$ cat src/rtl/reduce_pipe_if.sv
// reduce_pipe_if: operand/result valid-ready channels of the reduction pipeline
interface reduce_pipe_if #(parameter int WIDTH = 32);
  logic             in_valid;
  logic             in_ready;
  logic [WIDTH-1:0] in_data;
  logic [1:0]       in_mode;
  logic             out_valid;
  logic             out_ready;
  logic             out_result;
  logic [1:0]       out_mode;
  modport master (
    output in_valid, in_data, in_mode, out_ready,
    input  in_ready, out_valid, out_result, out_mode
  );
  modport slave (
    input  in_valid, in_data, in_mode, out_ready,
    output in_ready, out_valid, out_result, out_mode
  );
endinterface

$ cat src/rtl/reduce_pipe.sv
// reduce_pipe: pipelined FANIN-ary AND/OR/XOR/NAND reduction tree with saturating hit counter
module reduce_pipe #(
  parameter int WIDTH = 32,
  parameter int FANIN = 4,
  parameter int CNT_W = 16
) (
  input  logic             clk,
  input  logic             rst_n,
  reduce_pipe_if.slave     io,
  input  logic             cnt_clr,
  output logic [CNT_W-1:0] hit_cnt
);
  function automatic int n_at(input int s);
    int n = WIDTH;
    for (int t = 0; t < s; t++) n = (n + FANIN - 1) / FANIN;
    return n;
  endfunction
  function automatic int levels();
    int n = WIDTH;
    int s = 0;
    while (n > 1) begin
      n = (n + FANIN - 1) / FANIN;
      s++;
    end
    return s < 1 ? 1 : s;
  endfunction
  localparam int STAGES = levels();
  function automatic logic [WIDTH-1:0] lvl(input logic [WIDTH-1:0] v, input int n,
                                           input logic [1:0] m, input logic fin);
    logic [FANIN*WIDTH-1:0] ext;
    logic [WIDTH-1:0]       r;
    ext = {(FANIN*WIDTH){~(m[0] ^ m[1])}};
    for (int k = 0; k < WIDTH; k++) ext[k] = k < n ? v[k] : ext[k];
    for (int i = 0; i < WIDTH; i++)
      r[i] = m == 2'b10 ? ^ext[i*FANIN +: FANIN] :
             m == 2'b01 ? |ext[i*FANIN +: FANIN] : &ext[i*FANIN +: FANIN];
    r[0] = r[0] ^ (fin && m == 2'b11);
    return r;
  endfunction
  logic [STAGES-1:0] vld;
  logic [STAGES:0]   rdy;
  logic [CNT_W-1:0]  hit_q, hit_d;
  always_comb begin
    rdy[STAGES] = io.out_ready;
    for (int s = STAGES - 1; s >= 0; s--) rdy[s] = !vld[s] || rdy[s+1];
  end
  for (genvar g = 0; g < STAGES; g++) begin : g_st
    localparam int NI = n_at(g);
    localparam int NO = n_at(g + 1);
    logic          v_q, v_d, sv;
    logic [1:0]    m_q, m_d, sm;
    logic [NI-1:0] sd;
    logic [NO-1:0] d_q, d_d;
    if (g == 0) begin : g_in
      assign sv = io.in_valid;
      assign sm = io.in_mode;
      assign sd = io.in_data;
    end else begin : g_mid
      assign sv = g_st[g-1].v_q;
      assign sm = g_st[g-1].m_q;
      assign sd = g_st[g-1].d_q;
    end
    always_comb begin
      v_d = rdy[g] ? sv : v_q;
      m_d = rdy[g] ? sm : m_q;
      d_d = rdy[g] ? NO'(lvl(WIDTH'(sd), NI, sm, g == STAGES - 1)) : d_q;
    end
    always_ff @(posedge clk) begin
      if (!rst_n) begin
        v_q <= 1'b0;
        m_q <= 2'b00;
        d_q <= '0;
      end else begin
        v_q <= v_d;
        m_q <= m_d;
        d_q <= d_d;
      end
    end
    assign vld[g] = v_q;
  end
  assign io.in_ready   = rdy[0];
  assign io.out_valid  = vld[STAGES-1];
  assign io.out_result = g_st[STAGES-1].d_q[0];
  assign io.out_mode   = g_st[STAGES-1].m_q;
  always_comb
    hit_d = cnt_clr ? '0 :
            (vld[STAGES-1] && io.out_ready && g_st[STAGES-1].d_q[0] && hit_q != '1) ? hit_q + 1'b1 : hit_q;
  always_ff @(posedge clk) begin
    if (!rst_n) hit_q <= '0;
    else        hit_q <= hit_d;
  end
  assign hit_cnt = hit_q;
endmodule

$ cat src/flat_wrapper.sv
// flat-port wrapper written by rule: the top's interface ports become plain ports
module reduce_pipe_flat 
#(
  parameter int WIDTH = 32,
  parameter int FANIN = 4,
  parameter int CNT_W = 16
)
  (clk, rst_n, cnt_clr, hit_cnt, io_in_valid, io_in_data, io_in_mode, io_out_ready, io_in_ready, io_out_valid, io_out_result, io_out_mode);
  reduce_pipe_if #(.WIDTH(WIDTH)) io_i ();
  input  logic clk;
  input  logic rst_n;
  input  logic cnt_clr;
  output logic [CNT_W-1:0] hit_cnt;
  input wire logic [$bits(io_i.in_valid)-1:0] io_in_valid;
  input wire logic [$bits(io_i.in_data)-1:0] io_in_data;
  input wire logic [$bits(io_i.in_mode)-1:0] io_in_mode;
  input wire logic [$bits(io_i.out_ready)-1:0] io_out_ready;
  output wire logic [$bits(io_i.in_ready)-1:0] io_in_ready;
  output wire logic [$bits(io_i.out_valid)-1:0] io_out_valid;
  output wire logic [$bits(io_i.out_result)-1:0] io_out_result;
  output wire logic [$bits(io_i.out_mode)-1:0] io_out_mode;
  assign io_i.in_valid = io_in_valid;
  assign io_i.in_data = io_in_data;
  assign io_i.in_mode = io_in_mode;
  assign io_i.out_ready = io_out_ready;
  assign io_in_ready = io_i.in_ready;
  assign io_out_valid = io_i.out_valid;
  assign io_out_result = io_i.out_result;
  assign io_out_mode = io_i.out_mode;
  reduce_pipe #(.WIDTH(WIDTH), .FANIN(FANIN), .CNT_W(CNT_W)) u_core (.clk(clk), .rst_n(rst_n), .io(io_i), .cnt_clr(cnt_clr), .hit_cnt(hit_cnt));
endmodule
$ cat config.mk
export PLATFORM = sky130hd
export DESIGN_NAME = reduce_pipe_flat
export DESIGN_NICKNAME = d
export VERILOG_FILES = /design/src/rtl/reduce_pipe_if.sv /design/src/rtl/reduce_pipe.sv /design/src/flat_wrapper.sv
export SDC_FILE = /design/constraint.sdc
export NUM_CORES = 1
export LEC_CHECK = 0
export ABC_AREA = 1
export CAP_MARGIN = 40
export CORE_ASPECT_RATIO = 0.75
export CORE_MARGIN = 2
export CORE_UTILIZATION = 46
export CTS_CLUSTER_SIZE = 40
export DETAILED_ROUTE_END_ITERATION = 12
export GPL_TIMING_DRIVEN = 0
export PLACE_DENSITY = 0.77
export SLEW_MARGIN = 15
export SYNTH_ARGS = -nofsm -noshare
export SYNTH_HDL_FRONTEND = slang
export SYNTH_SLANG_ARGS = --single-unit
$ cat constraint.sdc
create_clock -name clk -period 1.7 [get_ports clk]
set_clock_uncertainty 0.15 [all_clocks]
set_input_delay 0.51 -clock clk [delete_from_list [all_inputs] [get_ports clk]]
set_output_delay 0.51 -clock clk [all_outputs]
set_load 0.02 [all_outputs]
==> flow_metrics.tcl <==
set metrics [dict create \
    status "finished with violations" \
    violations "setup timing" \
    path_cells "inv_2 > nor2_4 > nand3_4 > buf_6" \
    wl_mm 6.90 \
    cts-root-buf "clkbuf_8" \
    maxCapViolCount 0 \
    chipWidth_um 92.3 \
    overflow 0 \
    grt_max_degree 11 \
    grt_pass1_vias 2434 \
    p_leak_nw 1.94 \
    worst_slack_ns -0.0241 \
    final_cells 542 \
    nets 547 \
    slowest_delay_ns 0.35 \
    synth_xor_xnor_area_share 0.0391 \
    max_slew_margin 0.727 \
    yosysSeqAreaShare 0.268 \
    synth_seq_cells 36 \
    diodes 0 \
    power.density_mw_per_mm2 519 \
    cts_buffers 5 \
    dp.final_hpwl_mm 4.98 \
    via_per_inst 4.98 \
    syn2layout_area_growth_pct 41.2 \
    portBuffers 59 \
    finalSetupViolations 1 \
    die-area_mm2 0.00648 \
    synth_top_family_by_area "simple AND/OR/NAND/NOR gates" \
    drtAntennaViolNets 0 \
    reg2reg_depth 10 \
    n_fill_cell 499 \
    final_hold_viol_count 0 \
    die_h_um 70.2 \
    rr_endpoint "u_core.hit_cnt[6]" \
    post-route-util 0.662 \
    num_rows 24 \
    endpoint_kind "primary output" \
    synth-adder-area-share 0.205 \
    irDropWorstVdd_mv 0.304 \
    gp_congestion 0.838 \
    ys_types 25 \
    yosys_warnings 0 \
    final_cell_mix "nand2_1, inv_1, ha_1" \
    crit_family "flip-flops" \
    grt_pass1_wl_mm 10.9 \
    cp_max_fo 3 \
    pin_count 60 \
    synth-compound-area-share 0.134 \
    syn-num-nets 472 \
    drive_gt1_frac 0.172 \
    hold_class "reg2reg" \
    async_flop_share 0 \
    rsz0062_at_grt "yes" \
    syn_area_mm2 0.00269 \
    slew_viol_final 0 \
    drt-pass1-iter-count 4 \
    insertion_delay_ns 0.29 \
    yosys.area_share.simple 0.233 \
    drcViolationCount 0 \
    initial_core_util 0.469 \
    crit_buf_inv 2 \
    yosys_most_used_dff "dfxtp_1" \
    post-route-period-util 1.01 \
    synth_edf_count 0 \
    layout_commonest_cell "nand2_1" \
    clock_path_buffers 2 \
    finalInstanceArea_mm2 0.00379 \
    synth.area.mux_share 0 \
    ctsHtreeMaxLevel 2 \
    hold_start "u_core.hit_cnt[13]" \
    pre_cts_ws_ns -1.23 \
    antenna_found_initial 0 \
    max_freq_ghz 0.580 \
    crit_slowest_cell "dfxtp_2" \
    clock_sinks 36 \
    hold_end "u_core.hit_cnt[13]" \
    r2r-start "u_core.hit_cnt[1]" \
    clk_pin_slew_ns 0.08 \
    arrival_ns 1.06 \
    tightest_slew_ns 0.410 \
    critPathLaunchType "flip-flop" \
    dp_cells 526 \
    vias 2697 \
    hold_path_depth 2 \
    place_area_mm2 0.00338 \
    cts_hold_buf 0 \
    p_total_mw 1.97 \
    synth.avg_cell_area_um2 6.91 \
    core_mm2 0.00574 \
    grt_use_total 0.207 \
    worstPathRequired_ns 1.04 \
    r2r_slack_ns 0.06 \
    crit_type "reg2out" \
    synthCells 389 \
    cts_tree "done" \
    drtIter0Drc 197 \
    wl_per_cell_um 12.7 \
    fin_crit_ns 1.72 \
]
## cell families (layout without fill, tap and decap cells)
logic type	count (synthesis)	count (layout)
simple gates	145	145
buf+inv	84	159
compound gates	68	68
fa+ha+maj	44	44
flops	36	36
xor+xnor	12	12
## report_power, final
part,switching (mW),total [mW],internal (mW)
registers,0.0245,0.894,0.870
clock network,0.324,0.685,0.362
logic,0.194,0.389,0.195
total,0.542,1.97,1.43
## timing repair
action	CTS	global route
cloned	0	1
resized for setup	87	67
pin swaps	3	24
endpoints found under the setup margin	47	36
buffers inserted	2	7
## cells in the mapped netlist, types with 2 or more instances
master,instances,share of area
inv_1,77,0.11
ha_1,44,0.20
a21oi_1,24,0.045
o21ai_0,32,0.060
nand3_1,20,0.037
dfxtp_1,36,0.27
xor2_1,4,0.013
xnor2_1,8,0.026
nor2_1,32,0.045
nand2_2,2,0.0047
nand2_1,73,0.10
a31oi_1,9,0.021
nor2_2,2,0.0047
clkbuf_1,4,0.0056
nand4_1,12,0.028
## registers in the layout (all words and copies together) (netlist names)
name and count:
u_core.hit_cnt 16, u_core.io.out_result 1, u_core.g_st.d_q 10, u_core.g_st.v_q 2, u_core.io.out_valid 1, u_core.io.out_mode 2
u_core.g_st.m_q 4
## how the worst max path moves through the flow
stage / slack, ns / depth (start not counted) / to / startpoint
after floorplan: -0.05 / 3 / io_in_ready / io_out_ready
after global placement: -1.19 / 5 / io_in_ready / io_out_ready
after detailed placement: -1.23 / 5 / io_in_ready / io_out_ready
after CTS: -0.15 / 5 / io_in_ready / u_core.io.out_valid
after global routing: -0.06 / 4 / io_in_ready / u_core.io.out_valid
final: -0.02 / 4 / io_in_ready / u_core.io.out_valid
## routing by layer
| layer | up-vias | share of wire | track usage |
|---|---|---|---|
| li1 | 1390 | - | - |
| met1 | 1221 | 0.45 | 0.287 |
| met2 | 75 | 0.47 | 0.336 |
| met3 | 11 | 0.064 | 0.0280 |
| met4 | 0 | 0.014 | 0.0663 |
| met5 | - | 0 | 0 |
## final cells by class
class                      count  area, um^2  area share
tap                           78        97.6      0.0257
clock buffer                   7        96.3      0.0254
sequential                    36         743       0.196
timing repair buffer          69         724       0.191
multi-input combinational    269        1790       0.473
inverter                      78         294      0.0775
buffer                         5        45.0      0.0119
## per-stage QoR
stage | TNS [ns] | hold WS, ns
4_1_cts | -0.151 | 0.347
3_3_place_gp | -17.57 | 0.286
3_5_place_dp | -18.62 | 0.300
2_1_floorplan | -0.0477 | 0.280
5_1_grt | -0.0889 | 0.375
6_report | -0.0241 | 0.355
## worst register-to-register path: stages, from the launching register on
cell	delay [ns]
dfxtp_4	0.37
ha_4	0.17
nand2_4	0.08
nor2_4	0.04
nand2_4	0.10
nor2_4	0.05
nor2_4	0.23
buf_6	0.17
nand3_1	0.07
nand2_1	0.06
inv_1	0.03
Power figures use the tool's default switching activity.
